$ cat src/rtl/issue_dispatch.sv
// Dual-issue dispatch buffer between ID and Issue_EXE: circular FIFO with pairwise hazard check.
// Latency: an entry pushed on edge N can issue combinationally in cycle N+1 (one register stage).
// Backpressure: in_ready is low when fewer than two slots are free; stall_DCache blocks issue but not fill.

package issue_dispatch_pkg;

  // Decoded instruction record exchanged between ID, this buffer and Issue_EXE.
  typedef struct packed {
    logic        o_valid;
    logic [31:0] pc;
    logic        rf_we;
    logic [4:0]  rf_rd;
    logic [4:0]  rf_raddr1;
    logic [4:0]  rf_raddr2;
    logic [2:0]  br_type;
    logic        mem_we;
    logic [3:0]  ldst_type;
  } PC_set;

endpackage

module issue_dispatch
  import issue_dispatch_pkg::*;
#(
  parameter int DEPTH = 8  // must be a power of two, at least 2
) (
  input  logic       clk,
  input  logic       rstn,
  input  PC_set      in_set1,
  input  PC_set      in_set2,
  output logic       in_ready,
  input  logic       flush_BR,
  input  logic       stall_DCache,
  output PC_set      out_set1,
  output PC_set      out_set2,
  output logic [3:0] occupancy
);

  localparam int PW = $clog2(DEPTH);
  localparam int CW = PW + 1;

  typedef logic [PW-1:0] ptr_t;

  ptr_t          head_q;
  ptr_t          tail_q;
  logic [CW-1:0] count_q;
  PC_set         mem_q [DEPTH];

  PC_set         ent_a;
  PC_set         ent_b;
  logic          issue_a;
  logic          issue_b;
  logic          hazard;
  logic          push_en;
  logic          push_a;
  logic          push_b;
  logic [1:0]    n_push;
  logic [1:0]    n_pop;

  // A memory op is a store or any load/store type encoded in the low three bits.
  function automatic logic is_mem(input PC_set s);
    return s.mem_we || (s.ldst_type[2:0] != 3'd0);
  endfunction

  // Readiness is taken from the registered count only, so it never depends on this cycle's pops.
  always_comb begin
    in_ready  = (count_q <= CW'(DEPTH - 2));
    occupancy = 4'(count_q);
  end

  // Head pair is read straight out of the array; head+1 wraps naturally in a power-of-two pointer.
  always_comb begin
    ent_a = mem_q[head_q];
    ent_b = mem_q[head_q + ptr_t'(1)];
  end

  // Pairwise legality: RAW on B's sources, branch in A, two memory ops, or WAW on a real register.
  always_comb begin
    hazard = 1'b0;
    if (ent_a.rf_we && (ent_a.rf_rd != 5'd0) &&
        ((ent_a.rf_rd == ent_b.rf_raddr1) || (ent_a.rf_rd == ent_b.rf_raddr2)))
      hazard = 1'b1;
    if (ent_a.br_type != 3'd0)
      hazard = 1'b1;
    if (is_mem(ent_a) && is_mem(ent_b))
      hazard = 1'b1;
    if (ent_a.rf_we && ent_b.rf_we && (ent_a.rf_rd == ent_b.rf_rd) && (ent_a.rf_rd != 5'd0))
      hazard = 1'b1;
  end

  // Issue decision: flush and stall both suppress issue; B only goes out alongside a legal A.
  always_comb begin
    issue_a = (count_q != '0) && !stall_DCache && !flush_BR;
    issue_b = issue_a && (count_q >= CW'(2)) && !hazard;
    n_pop   = {1'b0, issue_a} + {1'b0, issue_b};
  end

  // Output records carry the stored fields with o_valid replaced by the issue decision.
  always_comb begin
    out_set1         = ent_a;
    out_set1.o_valid = issue_a;
    out_set2         = ent_b;
    out_set2.o_valid = issue_b;
  end

  // Push qualification: both slots must be free and no flush may be pending this cycle.
  always_comb begin
    push_en = in_ready && !flush_BR;
    push_a  = push_en && in_set1.o_valid;
    push_b  = push_en && in_set2.o_valid;
    n_push  = {1'b0, push_a} + {1'b0, push_b};
  end

  // Entry storage: valid inputs are compacted so a lone in_set2 lands at tail.
  always_ff @(posedge clk) begin
    if (push_a)
      mem_q[tail_q] <= in_set1;
    if (push_b)
      mem_q[tail_q + ptr_t'(push_a)] <= in_set2;
  end

  // Pointer and count update; flush empties the buffer and drops any same-cycle push.
  always_ff @(posedge clk or negedge rstn) begin
    if (!rstn) begin
      head_q  <= '0;
      tail_q  <= '0;
      count_q <= '0;
    end else if (flush_BR) begin
      head_q  <= '0;
      tail_q  <= '0;
      count_q <= '0;
    end else begin
      head_q  <= head_q + ptr_t'(n_pop);
      tail_q  <= tail_q + ptr_t'(n_push);
      count_q <= count_q + CW'(n_push) - CW'(n_pop);
    end
  end

endmodule

$ cat config.mk
export PLATFORM = sky130hd
export DESIGN_NAME = issue_dispatch
export DESIGN_NICKNAME = d
export VERILOG_FILES = /design/src/rtl/issue_dispatch.sv
export SDC_FILE = /design/constraint.sdc
export NUM_CORES = 1
export LEC_CHECK = 0
export ABC_CLOCK_PERIOD_IN_PS = 8400
export BUFFER_PORTS_ARGS = -buffer_cell sky130_fd_sc_hd__buf_2
export CORE_MARGIN = 4
export CORE_UTILIZATION = 30
export CTS_BUF_LIST = sky130_fd_sc_hd__clkbuf_8 sky130_fd_sc_hd__clkbuf_16
export DETAILED_ROUTE_END_ITERATION = 7
export PLACE_DENSITY = 0.56
export SLEW_MARGIN = 20
export SYNTH_ARGS = -nofsm -noshare
export SYNTH_HDL_FRONTEND = slang
export SYNTH_SLANG_ARGS = --single-unit
$ cat constraint.sdc
create_clock -name clk -period 8.4 [get_ports clk]
set_input_delay 1.68 -clock clk [delete_from_list [all_inputs] [get_ports clk]]
set_output_delay 1.68 -clock clk [all_outputs]
set_load 0.05 [all_outputs]
==> metrics.yaml <==
floorplanning:
  die_h_um: 309.9
  rows: 110
  core-area_um2: 90150
  die_area_um2: 96030
  start_util_pct: 30.33
  io_pins: 237
  die_x_um: 309.9
placed_design:
  place_hpwl_mm: 52.33
  gp_congestion: 0.8075
  io_buffers: 236
  dp_cells: 2990
worst_setup_path:
  cp.depth: 10
  cp_common_cell: "mux2i_1"
  max_stage_delay_ps: 900
  path_max_fanout: 54
  critPathLaunchType: "flip-flop"
  endpoint_kind: "output port"
  crit_type: "flip-flop to output port"
  worstRegToRegCells: 16
  crit_slowest_cell: "dfrtp_4"
  required_ps: 6720
  path_buf_inv: 2
  worstPathCellList: "ha_4, buf_4, mux2i_1, xor2_1, mux2i_1, o221ai_1, nor2_1, a31oi_1, o211a_1, buf_2"
  path_delay_family: "buffers and inverters"
  cp.arrival_ps: 4860
global_route:
  grt_max_degree: 135
  grt_usage_pct: 17.70
  grt_overflow: 0
  grt_pass1_vias: 17840
  grt_pass1_wl_mm: 124.2
  antenna_found_initial: 29
yosys:
  yosysSeqAreaShare_pct: 50.12
  async_flop_share_pct: 2.183
  synth_edf_count: 448
  synth-main-ff-cell: "edfxtp_1"
  syn_area_um2: 27340
  yosys_warnings: 0
  netlist_instances: 1683
  synth_seq_cells: 458
  synth.distinct_cells: 48
  synth_area_leaders: "edfxtp_1 49%, mux2_2 21%, mux4_2 17%"
  synth_top_area_share_pct: 49.20
  synth_largest_area_cell: "edfxtp_1"
  mappedNetlistNets: 1818
  avgSynthCellArea_um2: 16.25
clock_network:
  cts_tree: "built"
  clkTransAtPathRegs_ps: 60
  htree_levels: 2
  clock_latency_ps: 630
  clock_path_buffers: 3
  hold_buffers: 0
  postCtsSetupBuffers: 0
  cts.repair.resized: 0
  cts.sinks: 458
  cts-buffers-inserted: 54
  root_buffer: "clkbuf_16"
run_status:
  status: "finished, final reports clean"
route:
  drc: 0
  vias: 16729
  wirelength_mm: 86.71
  drt_iter0_markers: 1173
  drtAntennaViolNets: 0
  avgViaCountPerCell: 5.386
  drtPass1Iterations: 5
  wl_per_cell_um: 27.92
cells_and_area:
  finalNetCount: 2006
  drive_above_1_share_pct: 56.39
  final_util_pct: 34.87
  area_growth_pct: 14.98
  fillerInstances: 8487
  final_common_cell: "mux2_2"
  final_cell_mix: "504 x mux2_2, 448 x edfxtp_1, 236 x buf_2"
  instances_no_fill: 3106
timing:
  setup_violations: 0
  finalHoldViolations: 0
  fin_skew_ps: 40.90
  fin_crit_ps: 6536
  fin_tns_setup_ps: 0
  fmax_ghz: 0.1530
  finalMaxSlewViolations: 0
  max_slew.worst_pin.slew_ps: 1100
  post-route-period-util_pct: 77.81
  relSlewSlack_pct: 26.64
  rsz0062_at_grt: "false"
pwr:
  vdd_ir_drop_max_mv: 0.1569
  p_leak_nw: 10.42
  power_density_nw_per_um2: 261.9
worst_hold_path:
  whs_path_depth: 2
  hold_class: "flip-flop to flip-flop"
flow_run:
  maxCapViolCount: 0
## worst min-delay path, stage by stage, from the launching register on
cell and delay (ps):
dfrtp_1 460, xnor2_1 140, nor2_1 40
## report_power, final
| part | internal, mW | switching, mW |
|---|---|---|
| Sequential | 2.72 | 0.106 |
| Combinational | 1.12 | 1.99 |
| Clock | 1.31 | 0.979 |
| Total | 5.15 | 3.08 |
## stage by stage
stage	power, mW	hold slack, ps	cell area [µm²]	setup slack [ps]
floorplan	5.175	593.4	27340	1436
global placement	5.990	641.7	29650	2273
global route	8.582	722.7	31420	1517
CTS	8.342	689.8	31380	1666
finish	8.233	678.2	31440	1864
detailed placement	6.018	673.9	29650	2332
## routing by layer
layer | global-route usage (%) | wire (µm)
met5 | 0 | 149
met4 | 4.870 | 2174
met3 | 4.445 | 6208
met2 | 30.05 | 42690
met1 | 22.59 | 35490
## synthesized netlist by cell type, drive strengths merged, types with 6 or more instances
cell type and number:
mux2 504, edfxtp 448, mux4 223, nand2 174, buf 97, xnor2 51, clkbuf 33, inv 14
ha 13, a21oi 12, xor2 11, dfrtp 10, nor2 10, nor3 10, mux2i 8, o21ai 7
nor2b 6
## worst paths after layout
path	slack (ps)	from	end
min in group asynchronous	960	rstn	occupancy[3]
worst min-delay path	680	tail_q[2]	tail_q[2]
worst min register to register	680	tail_q[2]	tail_q[2]
worst max register to register	2670	head_q[0]	occupancy[3]
worst max-delay path	1860	head_q[0]	out_set2[56]
max in group asynchronous	7180	rstn	head_q[2]
## cell type report
| type | count | area, µm² | area share (%) |
|---|---|---|---|
| repair buffers | 262 | 1421 | 4.521 |
| inverters | 14 | 53.80 | 0.1711 |
| diodes | 13 | 32.53 | 0.1035 |
| clock inverters | 46 | 352.8 | 1.122 |
| flip-flops and latches | 458 | 13710 | 43.62 |
| multi-input cells | 1081 | 13010 | 41.39 |
| clock buffers | 56 | 1379 | 4.386 |
| well taps | 1176 | 1471 | 4.680 |
## registers in the layout (all words and copies together), names as in the netlist
register	cells
tail_q	3
occupancy	4
mem_q	448
head_q	3
## cells by family (layout without fill, tap and decap cells)
group	Yosys count	in the layout	share of synthesized area [%]
AO/OA/AOI/OAI	41	41	1.053
XOR/XNOR	62	62	1.986
adder cells (fa/ha/maj)	17	17	0.8878
buffers and inverters	144	378	2.869
flip-flops	458	458	50.12
multiplexers	735	735	39.62
other	0	13	0
AND/OR/NAND/NOR	226	226	3.469
No activity file was read; power rests on OpenSTA's default activity.
